--- config.mk ---
export PLATFORM = sky130hd
export DESIGN_NAME = draw_sequencer_flat
export DESIGN_NICKNAME = d
export VERILOG_FILES = /design/src/rtl/draw_pkg.sv /design/src/rtl/draw_sequencer_if.sv /design/src/rtl/draw_shadow_table.sv /design/src/rtl/draw_sequencer.sv /design/src/flat_wrapper.sv
export SDC_FILE = /design/constraint.sdc
export NUM_CORES = 1
export LEC_CHECK = 0
export BUFFER_PORTS_ARGS = -buffer_cell sky130_fd_sc_hd__buf_2
export CAP_MARGIN = 20
export CORE_MARGIN = 2
export CORE_UTILIZATION = 36
export DETAILED_ROUTE_END_ITERATION = 10
export SLEW_MARGIN = 0
export SYNTH_ARGS = -nofsm -noshare
export SYNTH_HDL_FRONTEND = slang
export SYNTH_HIERARCHICAL = 1
export SYNTH_SLANG_ARGS = --single-unit
--- constraint.sdc ---
create_clock -name clk -period 2.4 [get_ports clk]
set_input_delay 0.12 -clock clk [delete_from_list [all_inputs] [get_ports clk]]
set_output_delay 0.12 -clock clk [all_outputs]
set_load 0.02 [all_outputs]
--- src/rtl/draw_pkg.sv ---
// Shared types and constants for the draw sequencer slice.
package draw_pkg;

  localparam int NUM_OBJ_DEF = 8;
  localparam logic [2:0] BG_COLOUR_DEF = 3'b000;

  localparam int IDX_W = 3;
  localparam int X_W   = 8;
  localparam int Y_W   = 7;
  localparam int S_W   = 5;
  localparam int C_W   = 3;

  typedef enum logic [2:0] {
    ST_IDLE,
    ST_SCAN,
    ST_LOAD,
    ST_RUN,
    ST_NEXT
  } state_e;

  typedef enum logic {
    PH_ERASE = 1'b0,
    PH_DRAW  = 1'b1
  } phase_e;

  // Geometry of one object; the shadow table stores this plus a valid bit.
  typedef struct packed {
    logic [X_W-1:0] x;
    logic [Y_W-1:0] y;
    logic [S_W-1:0] w;
    logic [S_W-1:0] h;
  } geom_t;

  localparam int SHADOW_W = $bits(geom_t) + 1;

endpackage

--- src/rtl/draw_sequencer_if.sv ---
// Bus between the sequencer, the object registers and the draw stage.
interface draw_sequencer_if;
  import draw_pkg::*;

  logic             frame_start;
  logic [IDX_W-1:0] obj_idx;
  logic [X_W-1:0]   obj_x;
  logic [Y_W-1:0]   obj_y;
  logic [S_W-1:0]   obj_w;
  logic [S_W-1:0]   obj_h;
  logic [C_W-1:0]   obj_c;
  logic             obj_valid;
  logic [X_W-1:0]   d_x;
  logic [Y_W-1:0]   d_y;
  logic [S_W-1:0]   d_w;
  logic [S_W-1:0]   d_h;
  logic [C_W-1:0]   d_c;
  logic             d_load_n;
  logic             d_enable;
  logic             d_done;
  logic             plot;
  logic             busy;
  logic             frame_done;

  // Sequencer side
  modport master (
    input  frame_start, obj_x, obj_y, obj_w, obj_h, obj_c, obj_valid, d_done,
    output obj_idx, d_x, d_y, d_w, d_h, d_c, d_load_n, d_enable, plot, busy,
    frame_done
  );

  // Environment side: object registers, draw stage and frame controller
  modport slave (
    output frame_start, obj_x, obj_y, obj_w, obj_h, obj_c, obj_valid, d_done,
    input  obj_idx, d_x, d_y, d_w, d_h, d_c, d_load_n, d_enable, plot, busy,
    frame_done
  );

endinterface

--- src/rtl/draw_shadow_table.sv ---
// Remembers where each slot was last drawn so the next frame can erase it.
module draw_shadow_table
  import draw_pkg::*;
#(
  parameter int NUM_OBJ = NUM_OBJ_DEF
) (
  input  logic             clk,
  input  logic             reset,
  input  logic             we,
  input  logic [IDX_W-1:0] waddr,
  input  geom_t            wgeom,
  input  logic             wvalid,
  input  logic [IDX_W-1:0] raddr,
  output geom_t            rgeom,
  output logic             rvalid
);

  logic [SHADOW_W-1:0] mem_q [NUM_OBJ];
  logic [SHADOW_W-1:0] mem_d [NUM_OBJ];
  logic [SHADOW_W-1:0] rd_word;

  // Single write port; a write with wvalid=0 retires the entry.
  always_comb begin
    mem_d = mem_q;
    if (we && (int'(waddr) < NUM_OBJ)) begin
      mem_d[waddr] = {wvalid, wgeom};
    end
  end

  // Table storage; reset clears every entry, including its valid bit.
  always_ff @(posedge clk or negedge reset) begin
    if (!reset) begin
      for (int i = 0; i < NUM_OBJ; i++) begin
        mem_q[i] <= '0;
      end
    end else begin
      mem_q <= mem_d;
    end
  end

  // Asynchronous read; unused addresses read back as empty.
  always_comb begin
    rd_word = '0;
    if (int'(raddr) < NUM_OBJ) begin
      rd_word = mem_q[raddr];
    end
  end

  assign rvalid = rd_word[SHADOW_W-1];
  assign rgeom  = geom_t'(rd_word[SHADOW_W-2:0]);

endmodule

--- src/rtl/draw_sequencer.sv ---
// Walks every object slot per frame, erasing the old image then drawing the new.
module draw_sequencer
  import draw_pkg::*;
#(
  parameter int             NUM_OBJ   = NUM_OBJ_DEF,
  parameter logic [C_W-1:0] BG_COLOUR = BG_COLOUR_DEF
) (
  input logic              clk,
  input logic              reset,
  draw_sequencer_if.master bus
);

  localparam logic [IDX_W-1:0] LAST_IDX = IDX_W'(NUM_OBJ - 1);

  state_e           state_q, state_d;
  logic [IDX_W-1:0] idx_q, idx_d;
  phase_e           ph_q, ph_d;
  logic             pending_q, pending_d;
  geom_t            dgeom_q, dgeom_d;
  logic [C_W-1:0]   dc_q, dc_d;

  logic  sh_we;
  logic  sh_wvalid;
  geom_t sh_rgeom;
  logic  sh_rvalid;
  geom_t obj_geom;

  assign obj_geom = {bus.obj_x, bus.obj_y, bus.obj_w, bus.obj_h};

  draw_shadow_table #(
    .NUM_OBJ (NUM_OBJ)
  ) u_shadow (
    .clk    (clk),
    .reset  (reset),
    .we     (sh_we),
    .waddr  (idx_q),
    .wgeom  (obj_geom),
    .wvalid (sh_wvalid),
    .raddr  (idx_q),
    .rgeom  (sh_rgeom),
    .rvalid (sh_rvalid)
  );

  // State register plus the latched draw parameters and request flag.
  always_ff @(posedge clk or negedge reset) begin
    if (!reset) begin
      state_q   <= ST_IDLE;
      idx_q     <= '0;
      ph_q      <= PH_ERASE;
      pending_q <= 1'b0;
      dgeom_q   <= '0;
      dc_q      <= '0;
    end else begin
      state_q   <= state_d;
      idx_q     <= idx_d;
      ph_q      <= ph_d;
      pending_q <= pending_d;
      dgeom_q   <= dgeom_d;
      dc_q      <= dc_d;
    end
  end

  // Next-state logic; draw parameters only change on entry to LOAD.
  always_comb begin
    state_d   = state_q;
    idx_d     = idx_q;
    ph_d      = ph_q;
    pending_d = pending_q;
    dgeom_d   = dgeom_q;
    dc_d      = dc_q;
    sh_we     = 1'b0;
    sh_wvalid = 1'b0;

    if ((state_q != ST_IDLE) && bus.frame_start) begin
      pending_d = 1'b1;
    end

    case (state_q)
      ST_IDLE: begin
        if (bus.frame_start || pending_q) begin
          state_d   = ST_SCAN;
          idx_d     = '0;
          ph_d      = PH_ERASE;
          pending_d = 1'b0;
        end
      end
      ST_SCAN: begin
        if (ph_q == PH_ERASE) begin
          if (sh_rvalid) begin
            state_d = ST_LOAD;
            dgeom_d = sh_rgeom;
            dc_d    = BG_COLOUR;
          end else begin
            ph_d = PH_DRAW;
          end
        end else begin
          sh_we = 1'b1;
          if (bus.obj_valid) begin
            sh_wvalid = 1'b1;
            state_d   = ST_LOAD;
            dgeom_d   = obj_geom;
            dc_d      = bus.obj_c;
          end else begin
            state_d = ST_NEXT;
          end
        end
      end
      ST_LOAD: begin
        state_d = ST_RUN;
      end
      ST_RUN: begin
        if (bus.d_done) begin
          if (ph_q == PH_ERASE) begin
            ph_d    = PH_DRAW;
            state_d = ST_SCAN;
          end else begin
            state_d = ST_NEXT;
          end
        end
      end
      ST_NEXT: begin
        if (idx_q == LAST_IDX) begin
          state_d = ST_IDLE;
        end else begin
          idx_d   = idx_q + 1'b1;
          ph_d    = PH_ERASE;
          state_d = ST_SCAN;
        end
      end
      default: begin
        state_d = ST_IDLE;
      end
    endcase
  end

  // Strobes decoded from state; load_n is held low while reset is asserted.
  always_comb begin
    bus.d_load_n   = 1'b1;
    bus.d_enable   = 1'b0;
    bus.plot       = 1'b0;
    bus.frame_done = 1'b0;
    bus.busy       = (state_q != ST_IDLE);
    case (state_q)
      ST_LOAD: bus.d_load_n = 1'b0;
      ST_RUN: begin
        bus.d_enable = 1'b1;
        bus.plot     = ~bus.d_done;
      end
      ST_NEXT: bus.frame_done = (idx_q == LAST_IDX);
      default: ;
    endcase
    if (!reset) begin
      bus.d_load_n = 1'b0;
    end
  end

  assign bus.obj_idx = idx_q;
  assign bus.d_x     = dgeom_q.x;
  assign bus.d_y     = dgeom_q.y;
  assign bus.d_w     = dgeom_q.w;
  assign bus.d_h     = dgeom_q.h;
  assign bus.d_c     = dc_q;

endmodule
--- src/flat_wrapper.sv ---
// flat-port wrapper written by rule: the top's interface ports become plain ports
module draw_sequencer_flat import draw_pkg::*;
#(
  parameter int             NUM_OBJ   = NUM_OBJ_DEF,
  parameter logic [C_W-1:0] BG_COLOUR = BG_COLOUR_DEF
)
  (clk, reset, bus_frame_start, bus_obj_x, bus_obj_y, bus_obj_w, bus_obj_h, bus_obj_c, bus_obj_valid, bus_d_done, bus_obj_idx, bus_d_x, bus_d_y, bus_d_w, bus_d_h, bus_d_c, bus_d_load_n, bus_d_enable, bus_plot, bus_busy, bus_frame_done);
  draw_sequencer_if bus_i ();
  input logic clk;
  input logic reset;
  input wire logic [$bits(bus_i.frame_start)-1:0] bus_frame_start;
  input wire logic [$bits(bus_i.obj_x)-1:0] bus_obj_x;
  input wire logic [$bits(bus_i.obj_y)-1:0] bus_obj_y;
  input wire logic [$bits(bus_i.obj_w)-1:0] bus_obj_w;
  input wire logic [$bits(bus_i.obj_h)-1:0] bus_obj_h;
  input wire logic [$bits(bus_i.obj_c)-1:0] bus_obj_c;
  input wire logic [$bits(bus_i.obj_valid)-1:0] bus_obj_valid;
  input wire logic [$bits(bus_i.d_done)-1:0] bus_d_done;
  output wire logic [$bits(bus_i.obj_idx)-1:0] bus_obj_idx;
  output wire logic [$bits(bus_i.d_x)-1:0] bus_d_x;
  output wire logic [$bits(bus_i.d_y)-1:0] bus_d_y;
  output wire logic [$bits(bus_i.d_w)-1:0] bus_d_w;
  output wire logic [$bits(bus_i.d_h)-1:0] bus_d_h;
  output wire logic [$bits(bus_i.d_c)-1:0] bus_d_c;
  output wire logic [$bits(bus_i.d_load_n)-1:0] bus_d_load_n;
  output wire logic [$bits(bus_i.d_enable)-1:0] bus_d_enable;
  output wire logic [$bits(bus_i.plot)-1:0] bus_plot;
  output wire logic [$bits(bus_i.busy)-1:0] bus_busy;
  output wire logic [$bits(bus_i.frame_done)-1:0] bus_frame_done;
  assign bus_i.frame_start = bus_frame_start;
  assign bus_i.obj_x = bus_obj_x;
  assign bus_i.obj_y = bus_obj_y;
  assign bus_i.obj_w = bus_obj_w;
  assign bus_i.obj_h = bus_obj_h;
  assign bus_i.obj_c = bus_obj_c;
  assign bus_i.obj_valid = bus_obj_valid;
  assign bus_i.d_done = bus_d_done;
  assign bus_obj_idx = bus_i.obj_idx;
  assign bus_d_x = bus_i.d_x;
  assign bus_d_y = bus_i.d_y;
  assign bus_d_w = bus_i.d_w;
  assign bus_d_h = bus_i.d_h;
  assign bus_d_c = bus_i.d_c;
  assign bus_d_load_n = bus_i.d_load_n;
  assign bus_d_enable = bus_i.d_enable;
  assign bus_plot = bus_i.plot;
  assign bus_busy = bus_i.busy;
  assign bus_frame_done = bus_i.frame_done;
  draw_sequencer #(.NUM_OBJ(NUM_OBJ), .BG_COLOUR(BG_COLOUR)) u_core (.clk(clk), .reset(reset), .bus(bus_i));
endmodule
==> summary.txt <==
Detailed routing
  • Initial DRC count: 338
  • TritonRoute pass-1 iters: 4
  • Vias: 6,306
  • Via-to-Cell Ratio: 5.21
  • Drt wl/cell: 20.3 um
  • Wirelength, routed: 24,600 um
  • Final ANT Viol Nets: 0
  • DRC viols: 0

Global route
  • Antenna violations before repair: 0
  • GRT Residual Overflow: 0
  • First-pass GRT wire length: 39,600 um
  • Vias in the first global route: 6,776
  • Gr usage total: 15.3%
  • Largest net degree at the start of global routing: 69

Placement
  • RePlAce Congestion: 0.687
  • Cell count after placement: 1,133
  • Dpl hpwl: 14,100 um
  • Port buffer count: 68

Synthesis
  • Ys flop type: dfrtp_1
  • Mean area per synthesized cell: 16.5 um2
  • Share of flip-flops with an asynchronous set or reset: 100%
  • Syn nets: 720
  • Synth Register Bits: 244
  • Yosys warns: 6
  • Post-synth EDFFs: 0
  • Cell variety after synth: 36
  • Post-Syn Instances: 685
  • Synth Cell Area: 11,300 um2
  • Seq/Total Area, Yosys: 54.0%

Clock network
  • Worst-path clk slew: 0.06 ns
  • H-tree depth: 1
  • CTS Buf Count: 27
  • Clock latency at the later pin of the worst-skew pair: 0.52 ns
  • Max clock buf depth: 3
  • Root buf cell: clkbuf_16
  • CTS tree: yes
  • Clk sinks: 244

STA
  • Fin crit period: 2.33 ns
  • Max Slew Vio Count: 0
  • Max Clock Freq: 429 MHz
  • Final Hold Viols: 0
  • Clk_skew: 0.00873 ns
  • Slew margin rel.: 60.9%
  • Final setup violation count: 0
  • Hold WS: 0.0339 ns
  • Worst Max-Slew Pin Slew: 0.586 ns
  • Fin crit share: 97.2%

Layout
  • Most frequent cells in the layout: 268 x mux2_2, 241 x dfrtp_1, 67 x buf_2, 52 x mux4_2, 32 x dlygate4sd3_1
  • Area grow syn2layout: 18.7%
  • Ant. Diodes: 0
  • Multi-input logic area: 4920 um2
  • Share of post-route cells with drive strength above 1: 60.2%
  • Filler cell count: 2,841
  • Nets@finish: 835
  • Reg area: 6110 um2
  • Commonest non-fill, non-tap cell in the layout: mux2_2
  • Final Non-Filler Cells: 1,210

Worst setup path
  • Max incr delay on CP: 0.51 ns
  • Crit path kind: reg -> reg
  • Critical path fanouts, max: 13
  • Worst r2r dst: u_core/bus.d_w[2]
  • Crit. End Element: flip-flop
  • Critical Path RT: 2.80 ns
  • CP Cell Sequence: mux4_2 -> mux2_2 -> mux2i_1 -> or4_4 -> buf_8 -> mux2_2
  • Most common cell on crit path: mux2_2
  • Reg2reg setup slack: 0.07 ns
  • R2R Path Start: u_core/bus.obj_idx[0]
  • Critical path arrival: 2.73 ns
  • R2R cell count: 6
  • Slowest-stage cell, CP: mux4_2
  • CP startpoint kind: flip-flop

Power and ir drop
  • Pleak: 5.84 nW
  • Power density over cell area: 1120 nW/um2
  • Peak supply drop: 0.000676 V
  • Total power: 15.1 mW

Min path
  • Hold path endpoint: u_core/ph_q
  • Worst Hold Launch: bus_d_done
  • HP Class: in -> reg
  • Worst Hold Depth: 3

Floorplan
  • Total die area: 32,800 um2
  • Initial Util: 36.7%
  • # IOs: 69
  • Number of core rows: 64
  • Overall die width: 181 um
  • Die Ht: 181 um
  • Core area: 30,700 um2

Status
  • Status: finished, final reports clean

Run
  • Max Cap Violations: 0
-- layout make-up --
| cell class | count | area share, % |
|---|---|---|
| sequential | 244 | 45.6 |
| multi-input combinational | 390 | 36.7 |
| timing repair buffer | 134 | 8.13 |
| clock buffer | 36 | 5.36 |
| tap | 396 | 3.69 |
| clock inverter | 7 | 0.448 |
| inverter | 3 | 0.0840 |
-- metrics by stage --
step                TNS (ns)  setup WS (ns)  area, um2  utilization, %
global placement           0         0.0600      12300            39.8
detailed placement         0         0.0377      12300            39.8
floorplan              -1.85         -0.110      11300               -
CTS                        0        0.00676      13400            43.4
finish                     0         0.0681      13400            43.6
global route         -0.0570        -0.0142      13400            43.6
-- how the worst max path moves through the flow --
stage	from	end	slack [ns]	cells after the start
6_report	u_core/bus.obj_idx[0]	u_core/bus.d_w[2]	0.07	6
5_1_grt	u_core/bus.obj_idx[0]	u_core/bus.d_w[1]	-0.01	6
4_1_cts	u_core/bus.obj_idx[0]	u_core/bus.d_x[1]	0.007	6
3_5_place_dp	u_core/bus.obj_idx[0]	u_core/bus.d_x[5]	0.04	6
3_3_place_gp	u_core/bus.obj_idx[0]	u_core/bus.d_x[3]	0.06	6
2_1_floorplan	u_core/bus.obj_idx[0]	u_core/bus.d_h[0]	-0.11	9
-- per-layer routing --
metal  wire [um]  GRT usage, %  share of wire [%]  vias up
met4         331          3.09                1.3        0
met3         637          2.00                2.6       25
li1            -             -                  -     2798
met5           0             0                  0        -
met2       11900          25.0                 48       88
met1       11700          21.9                 48     3395
-- sequential cells by signal (all words and copies together) (netlist names) --
signal	count
u_core/bus.d_c	3
u_core/bus.d_h	5
u_core/bus.d_w	5
u_core/bus.d_x	8
u_core/bus.d_y	7
u_core/bus.obj_idx	3
u_core/pending_q	1
u_core/ph_q	1
u_core/state_q	3
u_core/u_shadow/mem_q	208
-- kinds of logic after synthesis --
logic type,count (synthesis),synth area share [%]
AND/OR/NAND/NOR,28,1.98
buffers and inverters,51,2.90
multiplexers,339,39.5
adder cells (fa/ha/maj),2,0.221
AO/OA/AOI/OAI,21,1.34
flip-flops,244,54.0
-- worst max-delay path: cells and delay by family (launching register included) --
family	cells	cell delay, ns
flops	1	0.49
simple gates	1	0.19
mux	4	1.34
buf+inv	1	0.20
-- timing repair --
| item | in CTS | in global routing |
|---|---|---|
| gates cloned | 0 | 1 |
| setup endpoints to repair | 1 | 26 |
| gates resized for setup | 1 | 6 |
| hold buffers | 32 | 0 |
| hold endpoints to repair | 268 | 0 |
| setup buffers | 0 | 1 |
| pin swaps | 0 | 0 |
-- synth_stat cells, types with 2 or more instances --
master / instances / area share (%)
a21oi_1: 4 / 0.18
a22o_1: 8 / 0.62
buf_2: 13 / 0.58
buf_4: 10 / 0.66
buf_6: 11 / 1.1
clkbuf_1: 14 / 0.47
dfrtp_1: 244 / 54
ha_1: 2 / 0.22
inv_1: 2 / 0.066
mux2_2: 268 / 27
mux2_4: 17 / 2.3
mux4_2: 52 / 10
nand3_1: 3 / 0.13
nand4b_2: 3 / 0.40
nor2_1: 3 / 0.10
nor3_1: 5 / 0.22
nor4bb_1: 4 / 0.35
o21ai_0: 3 / 0.13
or3_1: 2 / 0.11
-- power breakdown --
group          switching, mW  total, mW  internal (mW)
clock network           1.55       3.73           2.18
registers              0.585       5.81           5.22
logic                   2.33       5.54           3.21
total                   4.46       15.1           10.6
(Power assumes the default switching activity.)
